[src/rtl/receiver_spi_slave_pkg.sv]
// rtl/receiver_spi_slave_pkg.sv - shared types, constants and mode helpers for the SPI receiver
// Purpose : FSM state encoding, SPI mode constants ({CKP,CPH}) and the default word length.
//           The transmitter side of the link decodes modes with the same helpers.
// Ports   : none (package)
package receiver_spi_slave_pkg;

   localparam int DEFAULT_DATA_W = 8;

   typedef enum logic {
      ST_IDLE  = 1'b0,
      ST_SHIFT = 1'b1
   } state_t;

   // Mode constants, encoded as {CKP, CPH}
   localparam logic [1:0] MODE_00 = 2'b00;
   localparam logic [1:0] MODE_01 = 2'b01;
   localparam logic [1:0] MODE_10 = 2'b10;
   localparam logic [1:0] MODE_11 = 2'b11;

   // CPH=1 samples on the falling SCK edge
   function automatic logic samples_on_fall(input logic [1:0] mode);
      return (mode == MODE_01) || (mode == MODE_11);
   endfunction

   // CKP=0 means SCK idles high
   function automatic logic sck_idle_level(input logic [1:0] mode);
      return (mode == MODE_00) || (mode == MODE_01);
   endfunction

endpackage

[src/rtl/receiver_spi_slave_if.sv]
// rtl/receiver_spi_slave_if.sv - SPI link plus receive-side consumer handshake bundle
// Purpose : groups the SPI pins (CKP, CPH, SCK, CS, MOSI, MISO) and the local word interface
//           (tx_data, rx_data, rx_valid, rx_ack, busy).
// Modports: slave  - the receiver_spi_slave side
//           master - the SPI master / local consumer side
// Config  : SPI_RX_OVERRUN_EN adds the sticky rx_overrun flag.
interface receiver_spi_slave_if #(
   parameter int DATA_W = 8
);
   logic              CKP;
   logic              CPH;
   logic              SCK;
   logic              CS;
   logic              MOSI;
   logic              MISO;
   logic [DATA_W-1:0] tx_data;
   logic [DATA_W-1:0] rx_data;
   logic              rx_valid;
   logic              rx_ack;
   logic              busy;
`ifdef SPI_RX_OVERRUN_EN
   logic              rx_overrun;

   modport slave (
      input  CKP, CPH, SCK, CS, MOSI, tx_data, rx_ack,
      output MISO, rx_data, rx_valid, busy, rx_overrun
   );
   modport master (
      output CKP, CPH, SCK, CS, MOSI, tx_data, rx_ack,
      input  MISO, rx_data, rx_valid, busy, rx_overrun
   );
`else
   modport slave (
      input  CKP, CPH, SCK, CS, MOSI, tx_data, rx_ack,
      output MISO, rx_data, rx_valid, busy
   );
   modport master (
      output CKP, CPH, SCK, CS, MOSI, tx_data, rx_ack,
      input  MISO, rx_data, rx_valid, busy
   );
`endif
endinterface

[src/rtl/receiver_spi_slave_sync_edge.sv]
// rtl/receiver_spi_slave_sync_edge.sv - N-stage synchronizer with registered level and edge pulses
// Purpose : brings an asynchronous input into the clk domain and reports its edges.
// Ports   : clk, rst (async active-low)
//           d         - asynchronous input
//           force_en  - load the edge-detect history with force_val and suppress edges this cycle
//           force_val - history value used with force_en
//           level     - synchronized level, aligned with the pulses
//           rise/fall - one-cycle edge pulses
module receiver_spi_slave_sync_edge #(
   parameter int STAGES = 2
) (
   input  logic clk,
   input  logic rst,
   input  logic d,
   input  logic force_en,
   input  logic force_val,
   output logic level,
   output logic rise,
   output logic fall
);
   logic [STAGES-1:0] sync_q, sync_d;
   logic              prev_q, prev_d;
   logic              rise_q, rise_d;
   logic              fall_q, fall_d;

   always_comb begin
      sync_d = {sync_q[STAGES-2:0], d};
      prev_d = sync_q[STAGES-1];
      rise_d = sync_q[STAGES-1] & ~prev_q;
      fall_d = ~sync_q[STAGES-1] & prev_q;
      if (force_en) begin
         prev_d = force_val;
         rise_d = 1'b0;
         fall_d = 1'b0;
      end
   end

   always_ff @(posedge clk or negedge rst) begin
      if (!rst) begin
         sync_q <= '0;
         prev_q <= 1'b0;
         rise_q <= 1'b0;
         fall_q <= 1'b0;
      end else begin
         sync_q <= sync_d;
         prev_q <= prev_d;
         rise_q <= rise_d;
         fall_q <= fall_d;
      end
   end

   // prev_q is the synchronized level one cycle after the last stage, matching the pulses
   assign level = prev_q;
   assign rise  = rise_q;
   assign fall  = fall_q;

endmodule

[src/rtl/receiver_spi_slave.sv]
// rtl/receiver_spi_slave.sv - SPI slave receiver: LSB-first words in, tx_data out on MISO
// Purpose : oversamples SCK/CS/MOSI, shifts in one DATA_W word per CS-low word slot, returns
//           tx_data on MISO, and hands received words to the consumer via rx_valid/rx_ack.
// Ports   : clk, rst (async active-low), bus (receiver_spi_slave_if.slave)
// Config  : SPI_RX_OVERRUN_EN adds bus.rx_overrun (sticky, cleared by rx_ack).
module receiver_spi_slave
   import receiver_spi_slave_pkg::*;
#(
   parameter int DATA_W      = DEFAULT_DATA_W,
   parameter int SYNC_STAGES = 2
) (
   input logic                 clk,
   input logic                 rst,
   receiver_spi_slave_if.slave bus
);
   localparam int               CNT_W    = (DATA_W > 1) ? $clog2(DATA_W) : 1;
   localparam logic [CNT_W-1:0] LAST_BIT = CNT_W'(DATA_W - 1);

   logic sck_level, sck_rise, sck_fall;
   logic cs_level, cs_rise, cs_fall;
   logic mosi_level, mosi_rise, mosi_fall;
   logic sck_force, sample_edge, shift_edge;
   logic unused_sync;

   state_t            state_q, state_d;
   logic [1:0]        mode_q, mode_d;
   logic [CNT_W-1:0]  bit_cnt_q, bit_cnt_d;
   // The last bit of a word goes straight into rx_data, so only DATA_W-1 bits are stored
   logic [DATA_W-2:0] rx_shr_q, rx_shr_d;
   logic [DATA_W-1:0] rx_word;
   logic [DATA_W-1:0] tx_shr_q, tx_shr_d;
   logic [DATA_W-1:0] rx_data_q, rx_data_d;
   logic              rx_valid_q, rx_valid_d;
   logic              miso_q, miso_d;
   logic              pend_q, pend_d;
`ifdef SPI_RX_OVERRUN_EN
   logic              overrun_q, overrun_d;
`endif

   // Forcing the SCK history to the idle level at CS fall hides any SCK movement seen while idle
   assign sck_force = (state_q == ST_IDLE) && cs_fall;

   receiver_spi_slave_sync_edge #(.STAGES(SYNC_STAGES)) u_sck_sync (
      .clk(clk), .rst(rst), .d(bus.SCK),
      .force_en(sck_force), .force_val(sck_idle_level({bus.CKP, bus.CPH})),
      .level(sck_level), .rise(sck_rise), .fall(sck_fall)
   );
   receiver_spi_slave_sync_edge #(.STAGES(SYNC_STAGES)) u_cs_sync (
      .clk(clk), .rst(rst), .d(bus.CS), .force_en(1'b0), .force_val(1'b0),
      .level(cs_level), .rise(cs_rise), .fall(cs_fall)
   );
   receiver_spi_slave_sync_edge #(.STAGES(SYNC_STAGES)) u_mosi_sync (
      .clk(clk), .rst(rst), .d(bus.MOSI), .force_en(1'b0), .force_val(1'b0),
      .level(mosi_level), .rise(mosi_rise), .fall(mosi_fall)
   );

   assign unused_sync = ^{sck_level, cs_level, mosi_rise, mosi_fall};

   assign sample_edge = samples_on_fall(mode_q) ? sck_fall : sck_rise;
   assign shift_edge  = samples_on_fall(mode_q) ? sck_rise : sck_fall;

   always_comb begin
      state_d    = state_q;
      mode_d     = mode_q;
      bit_cnt_d  = bit_cnt_q;
      rx_shr_d   = rx_shr_q;
      tx_shr_d   = tx_shr_q;
      rx_data_d  = rx_data_q;
      rx_valid_d = rx_valid_q;
      miso_d     = miso_q;
      pend_d     = pend_q;
      rx_word    = {mosi_level, rx_shr_q};
`ifdef SPI_RX_OVERRUN_EN
      overrun_d  = overrun_q;
`endif
      if (bus.rx_ack) begin
         rx_valid_d = 1'b0;
`ifdef SPI_RX_OVERRUN_EN
         overrun_d  = 1'b0;
`endif
      end

      case (state_q)
         ST_IDLE: begin
            miso_d = 1'b0;
            if (cs_fall) begin
               state_d   = ST_SHIFT;
               mode_d    = {bus.CKP, bus.CPH};
               bit_cnt_d = '0;
               pend_d    = 1'b0;
               // Bit 0 is driven now; tx_shr always holds the bits still to be presented
               miso_d    = bus.tx_data[0];
               tx_shr_d  = bus.tx_data >> 1;
            end
         end
         ST_SHIFT: begin
            if (cs_rise) begin
               state_d = ST_IDLE;
               miso_d  = 1'b0;
            end else if (sample_edge) begin
               rx_shr_d = rx_word[DATA_W-1:1];
               pend_d   = 1'b1;
               if (bit_cnt_q == LAST_BIT) begin
                  bit_cnt_d  = '0;
                  rx_data_d  = rx_word;
                  rx_valid_d = 1'b1;
                  tx_shr_d   = bus.tx_data;
`ifdef SPI_RX_OVERRUN_EN
                  if (rx_valid_q && !bus.rx_ack) overrun_d = 1'b1;
`endif
               end else begin
                  bit_cnt_d = bit_cnt_q + 1'b1;
               end
            end else if (shift_edge && pend_q) begin
               // A shift edge before any sample (CPHA-style leading edge) must not advance MISO
               miso_d   = tx_shr_q[0];
               tx_shr_d = tx_shr_q >> 1;
               pend_d   = 1'b0;
            end
         end
         default: state_d = ST_IDLE;
      endcase
   end

   always_ff @(posedge clk or negedge rst) begin
      if (!rst) begin
         state_q    <= ST_IDLE;
         mode_q     <= MODE_00;
         bit_cnt_q  <= '0;
         rx_shr_q   <= '0;
         tx_shr_q   <= '0;
         rx_data_q  <= '0;
         rx_valid_q <= 1'b0;
         miso_q     <= 1'b0;
         pend_q     <= 1'b0;
`ifdef SPI_RX_OVERRUN_EN
         overrun_q  <= 1'b0;
`endif
      end else begin
         state_q    <= state_d;
         mode_q     <= mode_d;
         bit_cnt_q  <= bit_cnt_d;
         rx_shr_q   <= rx_shr_d;
         tx_shr_q   <= tx_shr_d;
         rx_data_q  <= rx_data_d;
         rx_valid_q <= rx_valid_d;
         miso_q     <= miso_d;
         pend_q     <= pend_d;
`ifdef SPI_RX_OVERRUN_EN
         overrun_q  <= overrun_d;
`endif
      end
   end

   assign bus.MISO     = miso_q;
   assign bus.rx_data  = rx_data_q;
   assign bus.rx_valid = rx_valid_q;
   assign bus.busy     = (state_q == ST_SHIFT);
`ifdef SPI_RX_OVERRUN_EN
   assign bus.rx_overrun = overrun_q;
`endif

endmodule

[src/flat_wrapper.sv]
// flat-port wrapper written by rule: the top's interface ports become plain ports
module receiver_spi_slave_flat import receiver_spi_slave_pkg::*;
#(
   parameter int DATA_W      = DEFAULT_DATA_W,
   parameter int SYNC_STAGES = 2
)
  (clk, rst, bus_CKP, bus_CPH, bus_SCK, bus_CS, bus_MOSI, bus_tx_data, bus_rx_ack, bus_MISO, bus_rx_data, bus_rx_valid, bus_busy);
  receiver_spi_slave_if #(.DATA_W(DATA_W)) bus_i ();
  input logic clk;
  input logic rst;
  input wire logic [$bits(bus_i.CKP)-1:0] bus_CKP;
  input wire logic [$bits(bus_i.CPH)-1:0] bus_CPH;
  input wire logic [$bits(bus_i.SCK)-1:0] bus_SCK;
  input wire logic [$bits(bus_i.CS)-1:0] bus_CS;
  input wire logic [$bits(bus_i.MOSI)-1:0] bus_MOSI;
  input wire logic [$bits(bus_i.tx_data)-1:0] bus_tx_data;
  input wire logic [$bits(bus_i.rx_ack)-1:0] bus_rx_ack;
  output wire logic [$bits(bus_i.MISO)-1:0] bus_MISO;
  output wire logic [$bits(bus_i.rx_data)-1:0] bus_rx_data;
  output wire logic [$bits(bus_i.rx_valid)-1:0] bus_rx_valid;
  output wire logic [$bits(bus_i.busy)-1:0] bus_busy;
  assign bus_i.CKP = bus_CKP;
  assign bus_i.CPH = bus_CPH;
  assign bus_i.SCK = bus_SCK;
  assign bus_i.CS = bus_CS;
  assign bus_i.MOSI = bus_MOSI;
  assign bus_i.tx_data = bus_tx_data;
  assign bus_i.rx_ack = bus_rx_ack;
  assign bus_MISO = bus_i.MISO;
  assign bus_rx_data = bus_i.rx_data;
  assign bus_rx_valid = bus_i.rx_valid;
  assign bus_busy = bus_i.busy;
  receiver_spi_slave #(.DATA_W(DATA_W), .SYNC_STAGES(SYNC_STAGES)) u_core (.clk(clk), .rst(rst), .bus(bus_i));
endmodule
[config.mk]
export PLATFORM = sky130hd
export DESIGN_NAME = receiver_spi_slave_flat
export DESIGN_NICKNAME = d
export VERILOG_FILES = /design/src/rtl/receiver_spi_slave_pkg.sv /design/src/rtl/receiver_spi_slave_if.sv /design/src/rtl/receiver_spi_slave_sync_edge.sv /design/src/rtl/receiver_spi_slave.sv /design/src/flat_wrapper.sv
export SDC_FILE = /design/constraint.sdc
export NUM_CORES = 1
export LEC_CHECK = 0
export ABC_CLOCK_PERIOD_IN_PS = 1900
export CELL_PAD_IN_SITES_DETAIL_PLACEMENT = 1
export CELL_PAD_IN_SITES_GLOBAL_PLACEMENT = 2
export CORE_MARGIN = 1
export CORE_UTILIZATION = 30
export CTS_CLUSTER_SIZE = 16
export DETAILED_ROUTE_END_ITERATION = 7
export PLACE_DENSITY_LB_ADDON = 0.15
export SETUP_SLACK_MARGIN = 0.02
export SLEW_MARGIN = 20
export SYNTH_ARGS = -nofsm -noshare
export SYNTH_HDL_FRONTEND = slang
export SYNTH_SLANG_ARGS = --single-unit
[constraint.sdc]
create_clock -name clk -period 1.9 [get_ports clk]
set_input_delay 0.475 -clock clk [delete_from_list [all_inputs] [get_ports clk]]
set_output_delay 0.475 -clock clk [all_outputs]
set_load 0.01 [all_outputs]
==> results.yml, run 1 <==
global_routing:
  overflow: 0
  grtUsageMet3_pct: 3.71
  top_usage_layer: "met2"
  grt_antenna_before_repair: 0
  grt_pass1_vias: 1304
  grt_pass1_wl_um: 6350
  track_usage_pct: 13.1
  grt_max_degree: 21
  grt_use_met1_pct: 15.6
  use_met2_pct: 21.8
synth:
  netlist_instances: 135
  synth_nets: 153
  synth.area.mux_share_pct: 22.1
  yosys-top-cells-area: "dfrtp_1 (58%), mux2_4 (12%), mux2_2 (6.0%)"
  synth_cell_types: 29
  synth_xor_area_share_pct: 0
  synth_top_area_share_pct: 58.3
  synthAdderAreaFrac_pct: 1.32
  synth_compound_area_share_pct: 7.35
  avgSynthCellArea_um2: 14.0
  ys_ff_latch: 44
  synth_top_family_by_area: "multiplexers"
  syn-cell-area_um2: 1890
  yosys.area.top_type: "dfrtp_1"
  yosysSeqAreaShare_pct: 58.3
  synth-simple-area-share_pct: 8.15
  yosysWarnings: 0
worst_setup_path:
  crit_arrival_ns: 2.01
  cp_slowest_stage_delay_ns: 0.40
  path_buf_inv: 1
  critPathTopFamily: "adder cells"
  cp_cell_sequence: "ha_1, ha_2, nand3b_1, and3_4, a31o_1, buf_12, mux2_4"
  crit_path_end_kind: "register"
  path_class: "register to register"
  cp_max_fo: 8
  required_ns: 2.09
  critPathLaunchType: "register"
  cp_slowest_cell: "dfrtp_1"
pwr:
  ir_worst_vdd_v: 0.000371
  p_int_uw: 1800
  seqPwrFrac_pct: 50.8
  clkPwrFrac_pct: 22.5
  p_per_area_nw_per_um2: 1040
  p_switching_uw: 701
  p_sw_share_pct: 28.1
  power_uw: 2500
  comb_power_share_pct: 26.6
  leakage_uw: 0.00113
final_layout:
  area_growth_pct: 27.4
  drive_gt1_share_pct: 30.5
  num_antenna_cells: 0
  design_area_um2: 2410
  final_nets: 195
  mostFrequentLayoutCell: "dfrtp_1"
  final_cell_mix: "dfrtp_1 (43), clkdlybuf4s50_1 (25), mux2_4 (15)"
detailed_routing:
  vias: 1210
  ant_nets: 0
  via_per_inst: 4.80
  drt_iter0_drc: 41
  drc: 0
  wl_per_cell_um: 15.4
  routed_wl_um: 3870
  drtPass1Iterations: 2
cts:
  htreeDepth: 2
  clk_pin_slew_ns: 0.08
  cts_buffer_depth: 2
  cts_buffers: 5
  clock_latency_ns: 0.30
  clockRootBuffer: "clkbuf_8"
  cts_tree: "yes"
  clock-sinks: 44
floorplanning:
  row_count: 28
  die_height_um: 81.4
  ios: 27
  core_area_um2: 5990
  dieArea_um2: 6620
  initial_utilization_pct: 31.5
  die_width_um: 81.4
sta:
  finalClockSkew_ns: 0.00792
  setup_violations: 0
  timing.final.crit_share_pct: 95.8
  fin_crit_ns: 1.82
  max_freq_mhz: 549
  tightest_slew_ns: 0.439
  setup_tns_ns: 0
  rsz0062_at_grt: "false"
  relSlewSlack_pct: 70.8
  finalHoldViolCount: 0
  slew_viol_final: 0
placed_design:
  postPlaceCellArea_um2: 2280
  gp_congestion: 0.718
  hpwlAfterDp_um: 2760
  io_buffer_count: 26
job:
  max_cap_viol_count: 0
outcome:
  run_status: "finished clean"
worst_hold_path:
  hold_class: "input port to asynchronous set/reset pin"
-- through the flow --
| stage | utilization [%] | instances | worst slack [ns] | hold slack, ns |
|---|---|---|---|---|
| CTS | 39.4 | 247 | 0.0320 | 0.113 |
| finish | 40.2 | 252 | 0.0792 | 0.105 |
| global placement | 38.0 | 240 | 0.0802 | 0.332 |
| global route | 40.2 | 252 | 0.0160 | 0.125 |
| detailed placement | 38.0 | 240 | 0.0626 | 0.340 |
| floorplan | - | 135 | 0.170 | 0.179 |
-- registers in the layout (all words and copies together), names as in the netlist --
| signal | cells |
|---|---|
| u_core.u_cs_sync.sync_q | 2 |
| u_core.bus.MISO | 1 |
| u_core.bit_cnt_q | 3 |
| u_core.u_cs_sync.rise | 1 |
| u_core.rx_shr_q | 7 |
| u_core.mode_q | 1 |
| u_core.u_sck_sync.fall | 1 |
| u_core.tx_shr_q | 8 |
| u_core.bus.rx_data | 8 |
| u_core.u_sck_sync.sync_q | 2 |
| u_core.bus.busy | 1 |
| u_core.u_cs_sync.fall | 1 |
| u_core.bus.rx_valid | 1 |
| u_core.u_mosi_sync.sync_q | 2 |
| u_core.u_mosi_sync.level | 1 |
| u_core.pend_q | 1 |
| u_core.u_sck_sync.rise | 1 |
| u_core.u_cs_sync.level | 1 |
| u_core.u_sck_sync.level | 1 |
-- worst reg2reg max path, stage by stage (launching register included) --
cell and delay [ns]:
dfrtp_1 0.40, ha_1 0.22, ha_2 0.20, nand3b_1 0.09, and3_4 0.18, a31o_1 0.18, buf_12 0.15, mux2_4 0.30
-- cell families after synthesis --
| family | Yosys count |
|---|---|
| buffers and inverters | 8 |
| AOI/OAI and AO/OA | 21 |
| muxes | 33 |
| adders and majority gates | 2 |
| and+or+nand+nor | 27 |
| DFF | 44 |
-- layout make-up --
cell class | instances | area, um^2
clock inverters | 2 | 12.5
well taps | 75 | 93.8
repair buffers | 40 | 373
multi-input cells | 83 | 744
flip-flops and latches | 44 | 1100
clock buffers | 5 | 68.8
fillers | 617 | 3580
inverters | 3 | 11.3
-- what timing repair did --
action | CTS | global route
pin swaps | 0 | 1
hold buffers | 0 | 0
buffers inserted | 0 | 5
endpoints found under the setup margin | 1 | 9
resized for setup | 1 | 3
-- power by group through the flow --
stage	Clock (uW)	Combinational (uW)	Sequential (uW)
2_1_floorplan	0	451	1250
3_3_place_gp	0	611	1280
5_1_grt	623	734	1300
4_1_cts	600	643	1280
3_5_place_dp	0	634	1290
6_report	563	666	1270
-- final timing paths --
check	startpoint	end	slack, ns	cells past startpoint
max in group asynchronous	rst	u_core.u_sck_sync.sync_q[1]	1.22	2
min in group clk	u_core.u_mosi_sync.sync_q[0]	u_core.u_mosi_sync.sync_q[1]	0.35	0
worst max-delay path	u_core.bit_cnt_q[0]	u_core.tx_shr_q[1]	0.08	7
worst min-delay path	rst	u_core.tx_shr_q[6]	0.11	1
worst min register to register	u_core.u_mosi_sync.sync_q[0]	u_core.u_mosi_sync.sync_q[1]	0.35	0
worst max register to register	u_core.bit_cnt_q[0]	u_core.tx_shr_q[1]	0.08	7
-- cells in the mapped netlist --
master,number
mux2_2,10
nand3b_1,1
a31oi_1,1
dfrtp_1,44
nor2b_1,2
o21ai_0,2
mux2_4,15
nand4b_1,1
buf_6,3
o21a_1,1
nand2b_1,1
nor2_1,11
and3_1,2
clkbuf_1,2
a22o_1,4
a31o_1,1
a21o_1,1
nor3_1,1
a21oi_1,9
ha_1,2
nand3_1,2
nor2_2,2
and2_1,1
inv_1,3
a32o_1,1
nand4bb_2,1
mux2i_1,8
a2bb2oi_1,1
nor3b_1,2
-- layer usage --
metal | part of all wire [%] | routed length (um) | up-vias
li1 | - | - | 563
met1 | 42 | 1640 | 622
met2 | 52 | 2010 | 19
met3 | 3.5 | 135 | 6
met4 | 2.0 | 77 | 0
met5 | 0 | 0 | -
No activity file was read; power rests on OpenSTA's default activity.
==> inputs of run 2 (changes only) <==
- CAP_MARGIN: not set -> 15
==> results of run 2 <==
Same layout as run 1: the final DEF is identical, and so are final timing and power.
==> inputs of run 3 (changes only) <==
--- a/config.mk
+++ b/config.mk
@@ -14,4 +14,6 @@
 export CTS_CLUSTER_SIZE = 16
 export DETAILED_ROUTE_END_ITERATION = 7
+export GPL_ROUTABILITY_DRIVEN = 0
+export MAX_ROUTING_LAYER = met4
 export PLACE_DENSITY_LB_ADDON = 0.15
 export SETUP_SLACK_MARGIN = 0.02
==> constraint.sdc (replaced) <==
create_clock -name clk -period 1.9 [get_ports clk]
set_input_delay 0.19 -clock clk [delete_from_list [all_inputs] [get_ports clk]]
set_output_delay 0.19 -clock clk [all_outputs]
set_load 0.01 [all_outputs]
==> run 3 against run 2 <==
Net effect:
- combinational power down 6.8%
- worst setup slack got worse by 0.0022 ns
- critical path depth is the same
- clock skew grew 0.0017 ns
- total power rose by 5.6%
- maximum frequency is 0.12% lower
- worst hold slack better by 0.22 ns
==> results.yml, run 3 (synthesis results as in run 1) <==
cts:
  cts_buffers: 5
  cts_tree: "yes"
  htreeDepth: 2
  cts_buffer_depth: 2
  postCtsSetupRepairBufs: 0
  clockRootBuffer: "clkbuf_8"
  clock-sinks: 44
  clock_latency_ns: 0.30
  clk_pin_slew_ns: 0.09
worst_setup_path:
  required_ns: 2.08
  critPathLaunchType: "register"
  crit_path_end_kind: "register"
  cp_cell_sequence: "ha_1, ha_2, nand3b_1, and3_4, a31o_1, buf_12, mux2_4"
  cp_max_fo: 8
  crit_arrival_ns: 2.00
  path_class: "register to register"
  cp_slowest_stage_delay_ns: 0.40
  cp_slowest_cell: "dfrtp_1"
detailed_routing:
  via_per_inst: 4.74
  routed_wl_um: 3790
  drt_iter0_drc: 40
  wl_per_cell_um: 15.3
  drtPass1Iterations: 3
  vias: 1172
  drc: 0
  ant_nets: 0
sta:
  tightest_slew_ns: 0.494
  finalClockSkew_ns: 0.00966
  finalHoldViolCount: 0
  slew_viol_final: 0
  postLayoutSetupSlackWorst_ns: 0.0770
  max_freq_mhz: 549
  setup_tns_ns: 0
  whs_ns: 0.326
  relSlewSlack_pct: 67.0
  rsz0062_at_grt: "false"
  timing.final.crit_share_pct: 95.9
  fin_crit_ns: 1.82
  setup_violations: 0
final_layout:
  area_growth_pct: 27.2
  instances_no_fill: 247
  mostFrequentLayoutCell: "dfrtp_1"
  final_nets: 189
  drive_gt1_share_pct: 27.9
  final_cell_mix: "dfrtp_1 (43), clkdlybuf4s50_1 (25), mux2_4 (15)"
  design_area_um2: 2400
  seqCellArea_um2: 1100
  num_antenna_cells: 0
  fill_cells: 636
  multi_input_area_um2: 744
placed_design:
  hpwlAfterDp_um: 2700
  dp_slack_ns: 0.0751
  postPlaceCellArea_um2: 2260
  placed_cells: 238
  io_buffer_count: 26
global_routing:
  track_usage_pct: 13.6
  overflow: 0
  grt_pass1_vias: 1345
  grt_antenna_before_repair: 0
  grt_max_degree: 20
  grt_pass1_wl_um: 6470
pwr:
  p_per_area_nw_per_um2: 1100
  leakage_uw: 0.00112
  ir_worst_vdd_v: 0.000393
floorplanning:
  core_area_um2: 5990
  die_width_um: 81.4
  ios: 27
  row_count: 28
  die_height_um: 81.4
  initial_utilization_pct: 31.5
  dieArea_um2: 6620
job:
  max_cap_viol_count: 0
worst_hold_path:
  hold_class: "input port to register"
outcome:
  run_status: "finished clean"
==> run 3: changes by cell type in the layout (fill, tap and decap cells not counted) <==
cell           before  now
buf_4              13    6
bufinv_16           0    1
clkbuf_8            5    6
clkinv_2            1    0
clkinv_4            0    1
clkinvlp_4          1    0
dlygate4sd3_1       0    1
==> run 3: worst paths after layout <==
path,from,end,slack (ns),cells after the start
max in group asynchronous,rst,u_core.mode_q[0],0.98,3
min in group asynchronous,rst,u_core.bus.rx_valid,0.35,2
max reg2reg,u_core.bit_cnt_q[0],u_core.tx_shr_q[1],0.08,7
min reg2reg,u_core.u_sck_sync.sync_q[0],u_core.u_sck_sync.sync_q[1],0.35,0
max,u_core.bit_cnt_q[0],u_core.tx_shr_q[1],0.08,7
min,bus_MOSI,u_core.u_mosi_sync.sync_q[0],0.33,1
==> run 3: layout make-up <==
class	instances	area share [%]
Timing Repair Buffer	34	13.7
Sequential cell	44	45.9
Clock buffer	6	3.44
Tap cell	75	3.90
Multi-Input combinational cell	83	31.0
Inverter	3	0.469
Clock inverter	2	1.61
==> run 3: power breakdown <==
group	internal (uW)	leakage (uW)	total, uW	switching (uW)
Combinational	386	0.000504	621	235
Sequential	1130	0.000557	1270	138
Clock	430	0.0000614	751	321
Total	1940	0.00112	2640	694
==> run 3: metal layers <==
layer  part of all wire, %  GRT usage [%]  vias to the layer above
li1                      -              -                      550
met1                    44           16.0                      598
met2                    51           22.3                       19
met3                   3.6           3.03                        5
met4                   1.5           5.36                        0
met5                     0              -                        -
==> run 3: per-stage QoR <==
stage	utilization (%)	total power (uW)
after floorplan	-	1700
after global placement	37.8	1880
after detailed placement	37.8	1910
after CTS	40.0	2680
after global routing	40.1	2800
final	40.1	2640
==> run 3: timing repair <==
item,in CTS,in global routing
pin swaps,0,1
hold endpoints to repair,17,0
cloned,0,0
hold buffers,1,0
gates resized for setup,1,3
setup endpoints to repair,1,15
==> run 3: worst max-delay path, delay by kind of cell (launching register included) <==
family / cells / cell delay [ns]
AND/OR/NAND/NOR: 2 / 0.27
adder cells (fa/ha/maj): 2 / 0.41
buffers and inverters: 1 / 0.15
AO/OA/AOI/OAI: 1 / 0.18
multiplexers: 1 / 0.30
flip-flops: 1 / 0.40
